$ cat config.mk
export PLATFORM = sky130hd
export DESIGN_NAME = speed_controller
export DESIGN_NICKNAME = d
export VERILOG_FILES = /design/src/rtl/speed_controller_pkg.sv /design/src/rtl/button_conditioner.sv /design/src/rtl/speed_controller.sv
export SDC_FILE = /design/constraint.sdc
export NUM_CORES = 1
export LEC_CHECK = 0
export ABC_CLOCK_PERIOD_IN_PS = 2600
export BUFFER_PORTS_ARGS = -buffer_cell sky130_fd_sc_hd__buf_2
export CORE_UTILIZATION = 50
export CTS_CLUSTER_SIZE = 24
export DETAILED_ROUTE_END_ITERATION = 10
export GPL_TIMING_DRIVEN = 0
export MAX_ROUTING_LAYER = met4
export PLACE_DENSITY = 0.67
export SYNTH_ARGS = -nofsm -noshare
export SYNTH_HDL_FRONTEND = slang
export SYNTH_HIERARCHICAL = 1
export SYNTH_SLANG_ARGS = --single-unit
export TNS_END_PERCENT = 10
$ cat constraint.sdc
create_clock -name speed_controller_clk -period 2.6 [get_ports speed_controller_clk]
set_clock_uncertainty 0.15 [all_clocks]
set_input_delay 0.13 -clock speed_controller_clk [delete_from_list [all_inputs] [get_ports speed_controller_clk]]
set_output_delay 0.13 -clock speed_controller_clk [all_outputs]
set_load 0.05 [all_outputs]
$ cat src/rtl/speed_controller_pkg.sv
// Shared types and default constants for the button-driven rate controller.
package speed_controller_pkg;

    localparam int FACTOR_W = 5;

    typedef enum logic {
        ST_RUN    = 1'b0,
        ST_PAUSED = 1'b1
    } state_t;

    localparam logic [FACTOR_W-1:0] FACTOR_MIN_DEF   = 5'd1;
    localparam logic [FACTOR_W-1:0] FACTOR_MAX_DEF   = 5'd31;
    localparam logic [FACTOR_W-1:0] FACTOR_RESET_DEF = 5'd24;

    // Counter width for a count of n cycles; a one-cycle count still needs one bit.
    function automatic int cnt_w(input int n);
        return (n > 1) ? $clog2(n) : 1;
    endfunction

endpackage

$ cat src/rtl/button_conditioner.sv
// Raw push-button to clean level: 2-flop synchronizer, stability debounce,
// and a one-cycle press pulse on the rising edge of the debounced level.
module button_conditioner
    import speed_controller_pkg::*;
#(
    parameter int DEBOUNCE_CYCLES = 1000000
) (
    input  logic i_clk,
    input  logic i_rst,
    input  logic i_btn,
    output logic o_level,
    output logic o_press
);

    localparam int            CW       = cnt_w(DEBOUNCE_CYCLES);
    localparam logic [CW-1:0] CNT_LAST = CW'(DEBOUNCE_CYCLES - 1);

    logic          r_sync1;
    logic          r_sync2;
    logic          r_deb;
    logic          r_deb_d;
    logic          r_press;
    logic [CW-1:0] r_cnt;

    always_ff @(posedge i_clk) begin
        if (i_rst) begin
            r_sync1 <= 1'b0;
            r_sync2 <= 1'b0;
            r_deb   <= 1'b0;
            r_deb_d <= 1'b0;
            r_press <= 1'b0;
            r_cnt   <= '0;
        end else begin
            r_sync1 <= i_btn;
            r_sync2 <= r_sync1;
            r_deb_d <= r_deb;
            r_press <= r_deb & ~r_deb_d;
            // Any sample agreeing with the accepted level restarts the stability window.
            if (r_sync2 == r_deb) begin
                r_cnt <= '0;
            end else if (r_cnt == CNT_LAST) begin
                r_deb <= r_sync2;
                r_cnt <= '0;
            end else begin
                r_cnt <= r_cnt + CW'(1);
            end
        end
    end

    assign o_level = r_deb;
    assign o_press = r_press;

endmodule

$ cat src/rtl/speed_controller.sv
// Button-driven rate controller: saturating 5-bit division factor with
// auto-repeat on up/down, and a RUN/PAUSED toggle gating the counter.
module speed_controller
    import speed_controller_pkg::*;
#(
    parameter int                  DEBOUNCE_CYCLES = 1000000,
    parameter int                  REPEAT_DELAY    = 50000000,
    parameter int                  REPEAT_PERIOD   = 20000000,
    parameter logic [FACTOR_W-1:0] FACTOR_MIN      = FACTOR_MIN_DEF,
    parameter logic [FACTOR_W-1:0] FACTOR_MAX      = FACTOR_MAX_DEF,
    parameter logic [FACTOR_W-1:0] FACTOR_RESET    = FACTOR_RESET_DEF
) (
    input  logic                speed_controller_clk,
    input  logic                speed_controller_rst,
    input  logic                speed_controller_btn_up,
    input  logic                speed_controller_btn_down,
    input  logic                speed_controller_btn_pause,
    output logic [FACTOR_W-1:0] speed_controller_factor,
    output logic                speed_controller_run,
    output logic                speed_controller_factor_stb,
    output logic                speed_controller_state
);

    localparam int            RW      = cnt_w((REPEAT_DELAY > REPEAT_PERIOD) ? REPEAT_DELAY : REPEAT_PERIOD);
    localparam logic [RW-1:0] RD_LAST = RW'(REPEAT_DELAY - 1);
    localparam logic [RW-1:0] RP_LAST = RW'(REPEAT_PERIOD - 1);

    logic w_up_level;
    logic w_up_press;
    logic w_dn_level;
    logic w_dn_press;
    logic w_unused_pause_level;
    logic w_pause_press;

    button_conditioner #(.DEBOUNCE_CYCLES(DEBOUNCE_CYCLES)) u_btn_up (
        .i_clk   (speed_controller_clk),
        .i_rst   (speed_controller_rst),
        .i_btn   (speed_controller_btn_up),
        .o_level (w_up_level),
        .o_press (w_up_press)
    );

    button_conditioner #(.DEBOUNCE_CYCLES(DEBOUNCE_CYCLES)) u_btn_down (
        .i_clk   (speed_controller_clk),
        .i_rst   (speed_controller_rst),
        .i_btn   (speed_controller_btn_down),
        .o_level (w_dn_level),
        .o_press (w_dn_press)
    );

    button_conditioner #(.DEBOUNCE_CYCLES(DEBOUNCE_CYCLES)) u_btn_pause (
        .i_clk   (speed_controller_clk),
        .i_rst   (speed_controller_rst),
        .i_btn   (speed_controller_btn_pause),
        .o_level (w_unused_pause_level),
        .o_press (w_pause_press)
    );

    // Auto-repeat: armed by the press pulse, fires when the down-counter hits zero.
    logic [RW-1:0] r_up_rcnt;
    logic          r_up_armed;
    logic [RW-1:0] r_dn_rcnt;
    logic          r_dn_armed;
    logic          w_up_rep;
    logic          w_dn_rep;

    always_ff @(posedge speed_controller_clk) begin
        if (speed_controller_rst || !w_up_level) begin
            r_up_rcnt  <= '0;
            r_up_armed <= 1'b0;
        end else if (w_up_press) begin
            r_up_rcnt  <= RD_LAST;
            r_up_armed <= 1'b1;
        end else if (r_up_armed) begin
            r_up_rcnt  <= (r_up_rcnt == '0) ? RP_LAST : r_up_rcnt - RW'(1);
        end
    end

    always_ff @(posedge speed_controller_clk) begin
        if (speed_controller_rst || !w_dn_level) begin
            r_dn_rcnt  <= '0;
            r_dn_armed <= 1'b0;
        end else if (w_dn_press) begin
            r_dn_rcnt  <= RD_LAST;
            r_dn_armed <= 1'b1;
        end else if (r_dn_armed) begin
            r_dn_rcnt  <= (r_dn_rcnt == '0) ? RP_LAST : r_dn_rcnt - RW'(1);
        end
    end

    assign w_up_rep = w_up_level & r_up_armed & (r_up_rcnt == '0);
    assign w_dn_rep = w_dn_level & r_dn_armed & (r_dn_rcnt == '0);

    logic w_up_step;
    logic w_dn_step;

    assign w_up_step = w_up_press | w_up_rep;
    assign w_dn_step = w_dn_press | w_dn_rep;

    state_t                r_state;
    state_t                w_state_next;
    logic [FACTOR_W-1:0]   r_factor;
    logic [FACTOR_W-1:0]   w_factor_next;
    logic                  r_run;
    logic                  r_chg;
    logic                  r_stb;

    always_comb begin
        w_state_next  = r_state;
        w_factor_next = r_factor;
        // Opposing steps in one cycle cancel; limits saturate without wrap.
        if (w_up_step && !w_dn_step && (r_factor > FACTOR_MIN)) begin
            w_factor_next = r_factor - 5'd1;
        end else if (w_dn_step && !w_up_step && (r_factor < FACTOR_MAX)) begin
            w_factor_next = r_factor + 5'd1;
        end
        if (w_pause_press) begin
            w_state_next = (r_state == ST_RUN) ? ST_PAUSED : ST_RUN;
        end
    end

    always_ff @(posedge speed_controller_clk) begin
        if (speed_controller_rst) begin
            r_state <= ST_RUN;
        end else begin
            r_state <= w_state_next;
        end
    end

    // r_chg marks the cycle the new factor appears; the strobe follows one cycle later.
    always_ff @(posedge speed_controller_clk) begin
        if (speed_controller_rst) begin
            r_factor <= FACTOR_RESET;
            r_run    <= 1'b1;
            r_chg    <= 1'b0;
            r_stb    <= 1'b0;
        end else begin
            r_factor <= w_factor_next;
            r_run    <= (w_state_next == ST_RUN);
            r_chg    <= (w_factor_next != r_factor);
            r_stb    <= r_chg;
        end
    end

    assign speed_controller_factor     = r_factor;
    assign speed_controller_run        = r_run;
    assign speed_controller_factor_stb = r_stb;
    assign speed_controller_state      = r_state;

endmodule

==> impl_metrics.tcl <==
set metrics [dict create \
    outcome "complete, no violations" \
    critPathMaxStageDelay_ns 0.55 \
    clk_pin_slew_ns 0.05 \
    post-route-util_pct 60.62 \
    die_x_um 115.1 \
    die-area_um2 13240 \
    wire_per_inst_um 13.89 \
    groute.usage.overall_pct 22.32 \
    cts_tree "done" \
    powerDensity_nw_per_um2 621.9 \
    crit_type "reg2reg" \
    pin_count 13 \
    grt-ovfl-total 0 \
    vias 5410 \
    clock_path_buffers 2 \
    synth_nets 755 \
    nets 795 \
    cp.arrival_ns 2.74 \
    hold_viol 0 \
    dpl_cell_area_um2 6661 \
    viasPerCell 5.635 \
    place_congestion 0.8672 \
    syn_inst 742 \
    grt_pass1_wl_um 22810 \
    cp_slowest_cell "or4_1" \
    worst_slew_pin_slew_ns 0.5347 \
    synth-main-ff-cell "dfxtp_1" \
    fmax_ghz 0.3863 \
    holdWs_ns 0.2330 \
    drv_cap 0 \
    diodes 0 \
    placed_cells 922 \
    clock_latency_ns 0.42 \
    critPathBufInv 2 \
    stdcell_count 960 \
    rows 40 \
    rsz0062_at_grt "yes" \
    max-vdd-ir-drop_uv 494.5 \
    synth-edff-count 0 \
    grt_pass1_vias 5020 \
    end_kind "flop" \
    synth_seq_cells 138 \
    p_leak_uw 0.002463 \
    synth_area_um2 6391 \
    yosysTopAreaCellShare_pct 43.23 \
    postSynthAreaPerCell_um2 8.613 \
    dp.final_hpwl_um 9212 \
    fin_crit_sh_pct 99.56 \
    drtAntennaViolNets 0 \
    drv_slew 0 \
    worstPathMaxFanout 7 \
    fin_setup_tns_ns 0 \
    drive_gt1_share_pct 9.975 \
    required_ns 2.75 \
    cp_cell_sequence "or4_1 > buf_2 > nor4_4 > a31oi_4 > and3_4 > buf_6 > a22oi_1 > mux2_1" \
    grt_max_degree 17 \
    hp-class "reg2reg" \
    initial_core_util_pct 52.34 \
    htree_num_levels 4 \
    ys_warn_count 6 \
    yosysTopAreaCell "dfxtp_1" \
    antenna_found_initial 0 \
    drt-total-wl_um 13340 \
    cts_root_buf "clkbuf_16" \
    fin_area_um2 7403 \
    port_buffers 12 \
    fillCellCount 1096 \
    critPathLaunchType "flop" \
    first_pass_iters 5 \
    synth.distinct_cells 57 \
    numCtsBuffers 17 \
    min_period_ns 2.589 \
    area_growth_pct 15.84 \
    core_area_um2 12210 \
    async_reset_ff_share_pct 0 \
    clkSinkCount 138 \
    synth_area_leaders "dfxtp_1 43%, xnor2_1 5.6%, nor2_1 5.2%, a21oi_1 3.9%, xor2_1 3.6%" \
    drc 0 \
    relSlewSlack_pct 64.35 \
    drt_iter0_drc 276 \
    setup_viol 0 \
    yosysSeqAreaShare_pct 43.23 \
    critPathTopFamily "simple AND/OR/NAND/NOR gates" \
    die_h_um 115.1 \
]
[layout make-up]
cell class                 instances  area (um^2)  area share, %
multi-input combinational        551         3460          46.73
clock inverter                     6        113.9          1.538
sequential                       138         2764          37.33
tap                              168        210.2          2.839
clock buffer                      23        488.0          6.591
buffer                            28        128.9          1.741
timing repair buffer              21        145.1          1.960
inverter                          25        93.84          1.268
[where the power goes]
part,total (uW),internal [uW],leakage (uW),switching (uW)
Combinational,35.4,15.5,0.00106,19.9
Clock,2440,1590,0.000287,849
Sequential,2130,2120,0.00111,3.62
Total,4600,3730,0.00246,873
[placed cells by master, fill, tap and decap left out, drive strengths merged, types with 4 or more instances in the layout]
| cell | instances |
|---|---|
| ha | 8 |
| nor2b | 20 |
| nand4b | 4 |
| o31ai | 13 |
| a21oi | 57 |
| or4 | 18 |
| nand3 | 37 |
| or3 | 26 |
| a31oi | 10 |
| nor4 | 23 |
| clkbuf | 44 |
| a221oi | 5 |
| and4 | 5 |
| dlygate4sd3 | 7 |
| nor2 | 89 |
| xnor2 | 41 |
| and3 | 7 |
| nand4 | 12 |
| buf | 21 |
| nand2 | 49 |
| o21ai | 35 |
| inv | 24 |
| o41ai | 5 |
| nor3 | 33 |
| dfxtp | 138 |
| xor2 | 26 |
[final timing paths]
kind,start,end,slack [ns],cells after the start
setup / recovery,r_dn_rcnt[16]$_SDFFE_PP0P_,speed_controller_factor[2]$_SDFF_PP0_,0.01,8
hold / removal,u_btn_pause/r_deb_d$_SDFF_PP0_,u_btn_pause/o_press$_SDFF_PP0_,0.23,1
setup reg to reg,r_dn_rcnt[16]$_SDFFE_PP0P_,speed_controller_factor[2]$_SDFF_PP0_,0.01,8
hold reg to reg,u_btn_pause/r_deb_d$_SDFF_PP0_,u_btn_pause/o_press$_SDFF_PP0_,0.23,1
[logic make-up (layout without fill, tap and decap cells)]
group                    count (synthesis)  in the layout  share of synthesized area [%]
flip-flops                             138            138                          43.23
XOR/XNOR                                67             67                          9.182
adder cells (fa/ha/maj)                  8              8                          1.566
buffers and inverters                   53            103                          3.465
AND/OR/NAND/NOR                        337            337                          28.70
multiplexers                             5              5                         0.8222
AO/OA/AOI/OAI                          134            134                          13.04
[worst reg2reg max path, delay by kind of cell (launching register included)]
family	cells	cell delay (ns)
AOI/OAI and AO/OA	2	0.36
buffers and inverters	2	0.32
DFF	1	0.36
muxes	1	0.33
and+or+nand+nor	3	0.95
[state kept, by name, summed over array words and instances (netlist names), 5 cells and up]
register	count
u_btn_down/r_cnt	20
u_btn_up/r_cnt	20
speed_controller_factor	5
r_up_rcnt	26
r_dn_rcnt	26
u_btn_pause/r_cnt	20
[through the flow]
| stage | power (uW) | worst slack, ns |
|---|---|---|
| after global placement | 2198 | -0.03595 |
| after floorplan | 2186 | 0.1186 |
| after global routing | 4752 | -0.06136 |
| final | 4604 | 0.01131 |
| after CTS | 4648 | 0.006994 |
| after detailed placement | 2199 | -0.08791 |
[cells in the mapped netlist, drive strengths merged (8+ instances only)]
master and instances:
xnor2 41, nor2b 20, a21oi 57, nand4 12, ha 8, nor3 33, inv 24, o21ai 35
dfxtp 138, clkbuf 21, nand3 37, nor2 89, or3 26, or4 18, nand2 49, xor2 26
nor4 23, a31oi 10, o31ai 13
[per-layer routing]
metal  up-vias  part of all wire (%)  track usage [%]
met5         -                     0                -
met2       112                    48            36.35
met4         0                   1.0            7.879
met3        12                   5.0            6.115
li1       2739                     -                -
met1      2547                    46            26.45
[timing repair]
item                       CTS  global route
hold buffers                 7             0
setup endpoints to repair    9            23
pin swaps                    3             0
buffers inserted             2             0
hold endpoints to repair    12             0
resized for setup            5             6
Note: power is estimated with default switching activity, not from simulation.
